**src/rtl/rio_blink_shiftreg.sv**
```systemverilog
// rio_blink_shiftreg
//   Top-level I/O block for the iCEBreaker blinky build. Toggles a heartbeat
//   LED from the system clock and continuously scans one expansion port made
//   of a 74HC595 output register and a 74HC165 input register that share a
//   shift clock and a load line. The word read from the '165 is mirrored to
//   the '595 on the next frame, with bit 0 replaced by the heartbeat.
//
// Ports
//   sysclk_in                  in   system clock, rising edge
//   rst_n                      in   asynchronous active-low reset
//   BLINK_LED                  out  heartbeat LED
//   EXPANSION0_SHIFTREG_CLOCK  out  shift clock ('595 SRCLK, '165 CLK)
//   EXPANSION0_SHIFTREG_LOAD   out  '595 RCLK / '165 SH/LD_n
//   EXPANSION0_SHIFTREG_OUT    out  serial data to '595 SER
//   EXPANSION0_SHIFTREG_IN     in   serial data from '165 QH
//
// Scan FSM
//   state    | meaning
//   ---------+--------------------------------------------------------------
//   ST_RESET | held in reset; the first edge afterwards starts a frame
//   ST_LOAD  | LOAD low for 2H cycles, '165 parallel-loads, out_word captured
//   ST_BIT   | one bit per 2H cycles, bit_idx W-1 down to 0, CLOCK high last H

module rio_blink_shiftreg #(
    parameter int CLK_FREQ    = 12000000,
    parameter int BLINK_HZ    = 1,
    parameter int SHIFT_WIDTH = 8,
    parameter int SCLK_DIV    = 2
) (
    input  logic sysclk_in,
    input  logic rst_n,
    output logic BLINK_LED,
    output logic EXPANSION0_SHIFTREG_CLOCK,
    output logic EXPANSION0_SHIFTREG_LOAD,
    output logic EXPANSION0_SHIFTREG_OUT,
    input  logic EXPANSION0_SHIFTREG_IN
);
    localparam int W         = SHIFT_WIDTH;
    localparam int H         = SCLK_DIV;
    localparam int BLINK_MAX = CLK_FREQ / (2 * BLINK_HZ) - 1;
    localparam int BW        = (BLINK_MAX > 0) ? $clog2(BLINK_MAX + 1) : 1;
    localparam int PW        = $clog2(2 * H);
    localparam int KW        = $clog2(W);

    localparam logic [BW-1:0] BLINK_TC = BW'(BLINK_MAX);
    localparam logic [PW-1:0] PH_LAST  = PW'(2 * H - 1);
    localparam logic [PW-1:0] PH_HIGH  = PW'(H);
    localparam logic [KW-1:0] K_TOP    = KW'(W - 1);

    typedef enum logic [1:0] {
        ST_RESET = 2'd0,
        ST_LOAD  = 2'd1,
        ST_BIT   = 2'd2
    } state_t;

    // ------------------------------------------------------------------
    // Heartbeat
    // ------------------------------------------------------------------
    logic [BW-1:0] blink_cnt;
    logic          blink_led;
    logic          blink_nxt;

    assign blink_nxt = (blink_cnt == BLINK_TC) ? ~blink_led : blink_led;

    always_ff @(posedge sysclk_in or negedge rst_n) begin
        if (!rst_n) begin
            blink_cnt <= '0;
            blink_led <= 1'b0;
        end else begin
            blink_led <= blink_nxt;
            blink_cnt <= (blink_cnt == BLINK_TC) ? '0 : blink_cnt + BW'(1);
        end
    end

    // ------------------------------------------------------------------
    // Scan FSM: state register
    // ------------------------------------------------------------------
    state_t         state, state_nxt;
    logic [PW-1:0]  ph_cnt, ph_cnt_nxt;
    logic [KW-1:0]  bit_idx, bit_idx_nxt;

    always_ff @(posedge sysclk_in or negedge rst_n) begin
        if (!rst_n) begin
            state   <= ST_RESET;
            ph_cnt  <= '0;
            bit_idx <= '0;
        end else begin
            state   <= state_nxt;
            ph_cnt  <= ph_cnt_nxt;
            bit_idx <= bit_idx_nxt;
        end
    end

    // ------------------------------------------------------------------
    // Scan FSM: next state (phase timer counts down to terminal 0)
    // ------------------------------------------------------------------
    always_comb begin
        state_nxt   = state;
        ph_cnt_nxt  = ph_cnt;
        bit_idx_nxt = bit_idx;
        unique case (state)
            ST_RESET: begin
                state_nxt  = ST_LOAD;
                ph_cnt_nxt = PH_LAST;
            end
            ST_LOAD: begin
                if (ph_cnt == '0) begin
                    state_nxt   = ST_BIT;
                    ph_cnt_nxt  = PH_LAST;
                    bit_idx_nxt = K_TOP;
                end else begin
                    ph_cnt_nxt = ph_cnt - PW'(1);
                end
            end
            ST_BIT: begin
                if (ph_cnt == '0) begin
                    ph_cnt_nxt = PH_LAST;
                    if (bit_idx == '0) begin
                        state_nxt = ST_LOAD;
                    end else begin
                        bit_idx_nxt = bit_idx - KW'(1);
                    end
                end else begin
                    ph_cnt_nxt = ph_cnt - PW'(1);
                end
            end
            default: begin
                state_nxt  = ST_LOAD;
                ph_cnt_nxt = PH_LAST;
            end
        endcase
    end

    // ------------------------------------------------------------------
    // Scan FSM: outputs. Pin values are decoded from the next state so the
    // pins themselves come straight out of flops.
    // ------------------------------------------------------------------
    logic [1:0]   in_sync;
    logic [W-1:0] shift_in;
    logic [W-1:0] in_word, in_word_nxt;
    logic [W-1:0] out_word, out_word_nxt;
    logic         sclk_q, load_q, sout_q;
    logic         sclk_nxt, load_nxt, sout_nxt;
    logic         frame_end, load_entry, sample;

    always_comb begin
        frame_end  = (state == ST_BIT) && (ph_cnt == '0) && (bit_idx == '0);
        load_entry = (state_nxt == ST_LOAD) && (state != ST_LOAD);
        // The word finished on this edge is already the one mirrored out in
        // the frame that starts on this same edge.
        in_word_nxt  = frame_end ? shift_in : in_word;
        out_word_nxt = load_entry ? {in_word_nxt[W-1:1], blink_nxt} : out_word;
        load_nxt = (state_nxt != ST_LOAD);
        sclk_nxt = (state_nxt == ST_BIT) && (ph_cnt_nxt < PH_HIGH);
        sout_nxt = 1'b0;
        if (state_nxt == ST_LOAD) begin
            sout_nxt = out_word_nxt[W-1];
        end else if (state_nxt == ST_BIT) begin
            sout_nxt = out_word_nxt[bit_idx_nxt];
        end
        // Sample on the edge that raises CLOCK: QH still holds the bit that
        // was presented before the '165 shifts.
        sample = sclk_nxt && !sclk_q;
    end

    always_ff @(posedge sysclk_in or negedge rst_n) begin
        if (!rst_n) begin
            in_sync  <= '0;
            shift_in <= '0;
            in_word  <= '0;
            out_word <= '0;
            sclk_q   <= 1'b0;
            load_q   <= 1'b1;
            sout_q   <= 1'b0;
        end else begin
            in_sync  <= {in_sync[0], EXPANSION0_SHIFTREG_IN};
            if (sample) begin
                shift_in <= {shift_in[W-2:0], in_sync[1]};
            end
            in_word  <= in_word_nxt;
            out_word <= out_word_nxt;
            sclk_q   <= sclk_nxt;
            load_q   <= load_nxt;
            sout_q   <= sout_nxt;
        end
    end

    assign BLINK_LED                 = blink_led;
    assign EXPANSION0_SHIFTREG_CLOCK = sclk_q;
    assign EXPANSION0_SHIFTREG_LOAD  = load_q;
    assign EXPANSION0_SHIFTREG_OUT   = sout_q;

endmodule

```
**config.mk**
```make
export PLATFORM = sky130hd
export DESIGN_NAME = rio_blink_shiftreg
export DESIGN_NICKNAME = d
export VERILOG_FILES = /design/src/rtl/rio_blink_shiftreg.sv
export SDC_FILE = /design/constraint.sdc
export NUM_CORES = 1
export LEC_CHECK = 0
export CELL_PAD_IN_SITES_DETAIL_PLACEMENT = 0
export CELL_PAD_IN_SITES_GLOBAL_PLACEMENT = 2
export CORE_ASPECT_RATIO = 1.2
export CORE_UTILIZATION = 40
export CTS_CLUSTER_DIAMETER = 40
export DETAILED_ROUTE_END_ITERATION = 6
export GPL_ROUTABILITY_DRIVEN = 1
export PLACE_DENSITY_LB_ADDON = 0.1
export SETUP_SLACK_MARGIN = 0.2
export SLEW_MARGIN = 20
export SYNTH_ARGS = -nofsm -noshare
export SYNTH_HDL_FRONTEND = slang
export SYNTH_SLANG_ARGS = --single-unit
```
**constraint.sdc**
```tcl
create_clock -name sysclk_in -period 7.57 [get_ports sysclk_in]
set_clock_uncertainty 0.1 [all_clocks]
set_input_delay 1.514 -clock sysclk_in [delete_from_list [all_inputs] [get_ports sysclk_in]]
set_output_delay 1.514 -clock sysclk_in [all_outputs]
set_load 0.02 [all_outputs]
```
# Word-level counts from Yosys, hierarchy flattened
# Cells that the tools add are included.
# W data, S select, Z words.
[word_totals]
output_inout_bits = 4
inputBits = 3
reg_bits = 60
elab_cells = 53
[op_classes]
eq_ne = 7
bitwise = 1
n_reduce_logical = 9
n_mux = 18
addsub = 3
n_lt_le_gt_ge = 2
[op_table]
columns = ["operator", "n"]
rows = [
  ["$add A23 B1 Y23 const B", 1],
  ["$eq A23 B23 Y1 const B", 1],
  ["$mux W23", 1],
  ["$mux W8", 2],
  ["$mux W2", 5],
  ["$mux W3", 3],
  ["$pmux W3 S2", 1],
  ["$logic_and A1 B1 Y1", 5],
  ["$eq A2 B1 Y1 const B", 2],
  ["$eq A2 B2 Y1 const B", 2],
  ["$lt A3 B4 Y1 const B", 1],
  ["$mux W1", 4],
  ["$ne A2 B1 Y1 const B", 2],
  ["$pmux W2 S2", 1],
  ["$bmux W1 S3", 1],
  ["$logic_not A3 Y1", 1],
  ["$sub A3 B1 Y3 const B", 1],
  ["$logic_not A2 Y1", 1],
  ["$lt A2 B2 Y1 const B", 1],
  ["$reduce_or A2 Y1", 1],
  ["$sub A2 B1 Y2 const B", 1],
  ["$logic_not A1 Y1", 1],
  ["$not A1 Y1", 1],
]

# Depth between registers and ports, before layout
[depth]
ltp_word = 11
depth_mapped = 11
ltp_nobuf = 9

# Worst setup path before layout
# No wires, ideal clock.
[synth_path]
path_kind = "reg-to-reg"
start = "register state[0]"
end = "register sout_q (netlist: EXPANSION0_SHIFTREG_OUT)"
slack_ps = 4964
n_path_buf = 2
setup_time_ps = 131
path_stages_with_launch = 12
arrival_time_ps = 2375
synth_period_minus_slack_ps = 2606
cell_sequence = "dfrtp_1 -> inv_1 -> ha_1 -> buf_2 -> nand4b_2 -> nor2b_1 -> a211oi_2 -> buf_4 -> mux2_2 -> a22oi_1 -> a21o_1 -> o211ai_2"
[synth_via]
elab_chain_cells = 10
word_cells_on_any_way = 19
[synth_rtl]
columns = ["item", "line_no", "source"]
rows = [
  ["from (decl)", "78", "state_t state, state_nxt;"],
  ["from (signal assigned)", "88", "state <= state_nxt;"],
  ["$mux W2", "118", "if (bit_idx == '0) begin"],
  ["$mux W2", "116", "if (ph_cnt == '0) begin"],
  ["$pmux W2 S2", "101", "unique case (state)"],
  ["$eq A2 B1 Y1", "148", "load_entry = (state_nxt == ST_LOAD) && (state != ST_LOAD);"],
  ["$logic_and A1 B1 Y1", "148", ""],
  ["$mux W8 *", "152", "out_word_nxt = load_entry ? {in_word_nxt[W-1:1], blink_nxt} : out_word;"],
  ["via out_word_nxt[2]", "141", "logic [W-1:0] out_word, out_word_nxt;"],
  ["$bmux W1 S3 *", "159", "sout_nxt = out_word_nxt[bit_idx_nxt];"],
  ["$mux W1 (implied by the code) *", "159", ""],
  ["$mux W1 *", "158", "end else if (state_nxt == ST_BIT) begin"],
  ["$mux W1 *", "156", "if (state_nxt == ST_LOAD) begin"],
  ["via sout_nxt", "143", "logic sclk_nxt, load_nxt, sout_nxt;"],
  ["to (signal assigned)", "184", "sout_q <= sout_nxt;"],
  ["to (decl)", "142", "logic sclk_q, load_q, sout_q;"],
]
# The timed path passes the listed nets; every way through them passes the cells marked *. The select of a mux whose other input is x is not followed.
# A chain may end at the register's enable or synchronous reset.

# Worst setup path after layout
[layout_path]
start = "register ph_cnt[0]"
end = "register sout_q (netlist: EXPANSION0_SHIFTREG_OUT)"
[layout_via]
elab_chain_cells = 10
word_cells_on_any_way = 18
[layout_rtl]
columns = ["item", "line_no", "source"]
rows = [
  ["from (decl)", "79", "logic [PW-1:0] ph_cnt, ph_cnt_nxt;"],
  ["from (signal assigned)", "89", "ph_cnt <= ph_cnt_nxt;"],
  ["$logic_not A2 Y1 *", "107, 116, 147", ""],
  ["$mux W2, on equally long branches", "116, 107", ""],
  ["$pmux W2 S2", "101", ""],
  ["$eq A2 B1 Y1", "148", ""],
  ["$logic_and A1 B1 Y1", "148", ""],
  ["$mux W8 *", "152", ""],
  ["via out_word_nxt[3]", "141", ""],
  ["$bmux W1 S3 *", "159", ""],
  ["$mux W1 (implied by the code) *", "159", ""],
  ["$mux W1 *", "158", ""],
  ["$mux W1 *", "156", ""],
  ["via sout_nxt", "143", ""],
]
# Marked as above.

==> metrics.yaml <==
grt_max_degree: 60
die_x_um: 77.4
ir_drop_mv: 0.102
area_growth_pct: 13.2
die_y_um: 92.5
yosys_warnings: 0
place.gp.congestion: 0.723
root_buffer: "clkbuf_8"
worstSetupEndpoint: "EXPANSION0_SHIFTREG_OUT$_DFF_PN0_"
dr.first_iter.drc_count: 83
syn_avg_cell_area_um2: 11.4
first_pass_iters: 4
path_cells: "inv_1, ha_1, nand4b_2, nor2b_1, a211oi_2, mux2_2, a22oi_1, a21o_1, o211ai_2"
worst-path-max-fanout: 13
hold_viol_final: 0
setup_viol: 0
design_area_um2: 3090
core_area_um2: 6530
start_util_pct: 41.8
max_stage_delay_ps: 730
n_fill_cell: 606
synth_area_um2: 2730
wirelength_um: 4640
post-route-drc-count: 0
rsz0062_at_grt: "false"
grt_pass1_vias: 1779
start_kind: "flip-flop"
dieArea_um2: 7150
timing.fmax_ghz: 0.315
wl_per_cell_um: 13.5
p_leak_nw: 1.39
critPathCaptureType: "flip-flop"
grt-ovfl-total: 0
num_vias: 1686
post_cts_buffers: 0
htreeDepth: 3
yosysSeqAreaShare_pct: 54.2
ant_nets: 0
power_uw: 654
status: "finished clean"
synth-main-ff-cell: "dfrtp_1"
viasPerCell: 4.92
r2r-end: "EXPANSION0_SHIFTREG_OUT$_DFF_PN0_"
ys_seq_elements: 59
worstMarginPinSlew_ps: 836
crit_start: "ph_cnt[0]$_DFF_PN0_"
path_clk_slew_ps: 70
io_pins: 7
cts_tree: "built"
clk_latency_ps: 340
pwr_density_cell_nw_per_um2: 212
gr-usage-all-layers_pct: 15.4
synth_nets: 249
max_cap_viol_count: 0
critPathSlowestCell: "a211oi_2"
grt_antenna_before_repair: 0
drive_gt1_share_pct: 14.7
final_max_slew_viol_count: 0
holdPathStages: 0
reg2reg_depth: 9
synth_edf_count: 0
fin_crit_ps: 3180
rows: 32
period_share_pct: 42.0
cts_buffers: 9
place_area_um2: 2870
crit-reg2reg-launch: "ph_cnt[0]$_DFF_PN0_"
cts_max_path_buffers: 2
async_flop_share_pct: 100
ys_types: 45
hpwlAfterDp_um: 3100
tns_ps: 0
setup.worst_path.class: "reg2reg"
relSlewSlack_pct: 44.2
r2r_slack_ps: 4390
cts.sinks: 59
syn_inst: 240
arrival_ps: 3290
final_nets: 262
hold_buffers: 0
grt_pass1_wl_um: 8280
cp.required_ps: 7680
n_antenna_cell: 0
port_buffers: 6
cts-resized-gates: 0
holdCritPathClass: "reg2reg"
[cells in the final DEF (no fill, tap or decap), drive strengths merged, types with 3 or more instances in the layout]
cell type       n
a211oi          4
a21oi           6
and2            3
and3            6
clkbuf         10
clkdlybuf4s50   5
dfrtp          58
ha              6
inv            12
mux2           16
mux2i           3
nand2          11
nand2b          5
nand3          11
nand4           3
nand4b          3
nor2           31
nor2b           8
nor3            4
o21ai           9
xnor2          13
xor2            7
[logic make-up after synthesis]
logic type	after synthesis	synth area share (%)
flip-flops	59	54.2
buffers and inverters	16	2.48
adder cells (fa/ha/maj)	6	2.75
XOR/XNOR	20	6.70
multiplexers	19	7.71
AND/OR/NAND/NOR	94	19.5
AO/OA/AOI/OAI	26	6.70
[worst min-delay path by stage]
stage / from / to
after global routing: in_sync[0]$_DFF_PN0_ / in_sync[1]$_DFF_PN0_
after floorplan: in_sync[0]$_DFF_PN0_ / in_sync[1]$_DFF_PN0_
after CTS: in_sync[0]$_DFF_PN0_ / in_sync[1]$_DFF_PN0_
after global placement: in_sync[0]$_DFF_PN0_ / in_sync[1]$_DFF_PN0_
after detailed placement: in_sync[0]$_DFF_PN0_ / in_sync[1]$_DFF_PN0_
final: in_sync[0]$_DFF_PN0_ / in_sync[1]$_DFF_PN0_
[final cells by class]
type / count / area [µm²] / area share (%)
clock buffer: 10 / 128 / 4.13
clock inverter: 6 / 88.8 / 2.88
inverter: 11 / 41.3 / 1.34
multi-input combinational: 165 / 1180 / 38.3
sequential: 59 / 1480 / 47.9
tap: 85 / 106 / 3.45
timing repair buffer: 7 / 62.6 / 2.03
[registers in the layout (all words and copies together), names as in the netlist]
signal	cells
blink_cnt	23
out_word	8
shift_in	8
in_word	7
bit_idx	3
in_sync	2
ph_cnt	2
state	2
BLINK_LED	1
EXPANSION0_SHIFTREG_CLOCK	1
EXPANSION0_SHIFTREG_LOAD	1
EXPANSION0_SHIFTREG_OUT	1
[critical path: cells and delay by family (launching register included)]
kind	cells	cell delay (ps)
AO/OA/AOI/OAI	4	1130
adder cells (fa/ha/maj)	1	360
buffers and inverters	1	60
flip-flops	1	370
multiplexers	1	420
AND/OR/NAND/NOR	2	600
[per-layer routing]
| layer | vias up | wire, µm | GRT usage, % |
|---|---|---|---|
| met3 | 9 | 147 | 4.73 |
| met4 | 0 | 110 | 9.28 |
| met1 | 809 | 2140 | 18.3 |
| met2 | 20 | 2240 | 24.6 |
| li1 | 848 | - | - |
| met5 | - | 0 | 0 |
[stage by stage]
step           worst slack (ps)  std cells  util [%]  hold slack [ps]
3_3_place_gp               4410        327      44.0              233
6_report                   4390        343      47.3              248
4_1_cts                    4360        343      47.3              255
3_5_place_dp               4380        327      44.0              246
5_1_grt                    4130        343      47.3              258
2_1_floorplan              4960        240         -              231
[power by group]
group | leakage (nW) | switching (mW) | total, mW | internal (mW)
Sequential | 0.723 | 0.00246 | 0.324 | 0.322
Clock | 0.103 | 0.129 | 0.314 | 0.186
Combinational | 0.564 | 0.00943 | 0.0148 | 0.00538
[cell usage after synthesis (all sizes together) (5+ instances only)]
library cell,instances,share of area (%)
nor2,31,4.3
xor2,7,2.2
dfrtp,58,53
inv,11,1.5
mux2,16,6.6
a21oi,6,1.2
o21ai,9,1.7
and3,6,1.4
nand2b,5,1.1
nand2,11,1.5
ha,6,2.8
nand3,11,2.0
xnor2,13,4.4
nor2b,8,1.8
Power figures use the tool's default switching activity.
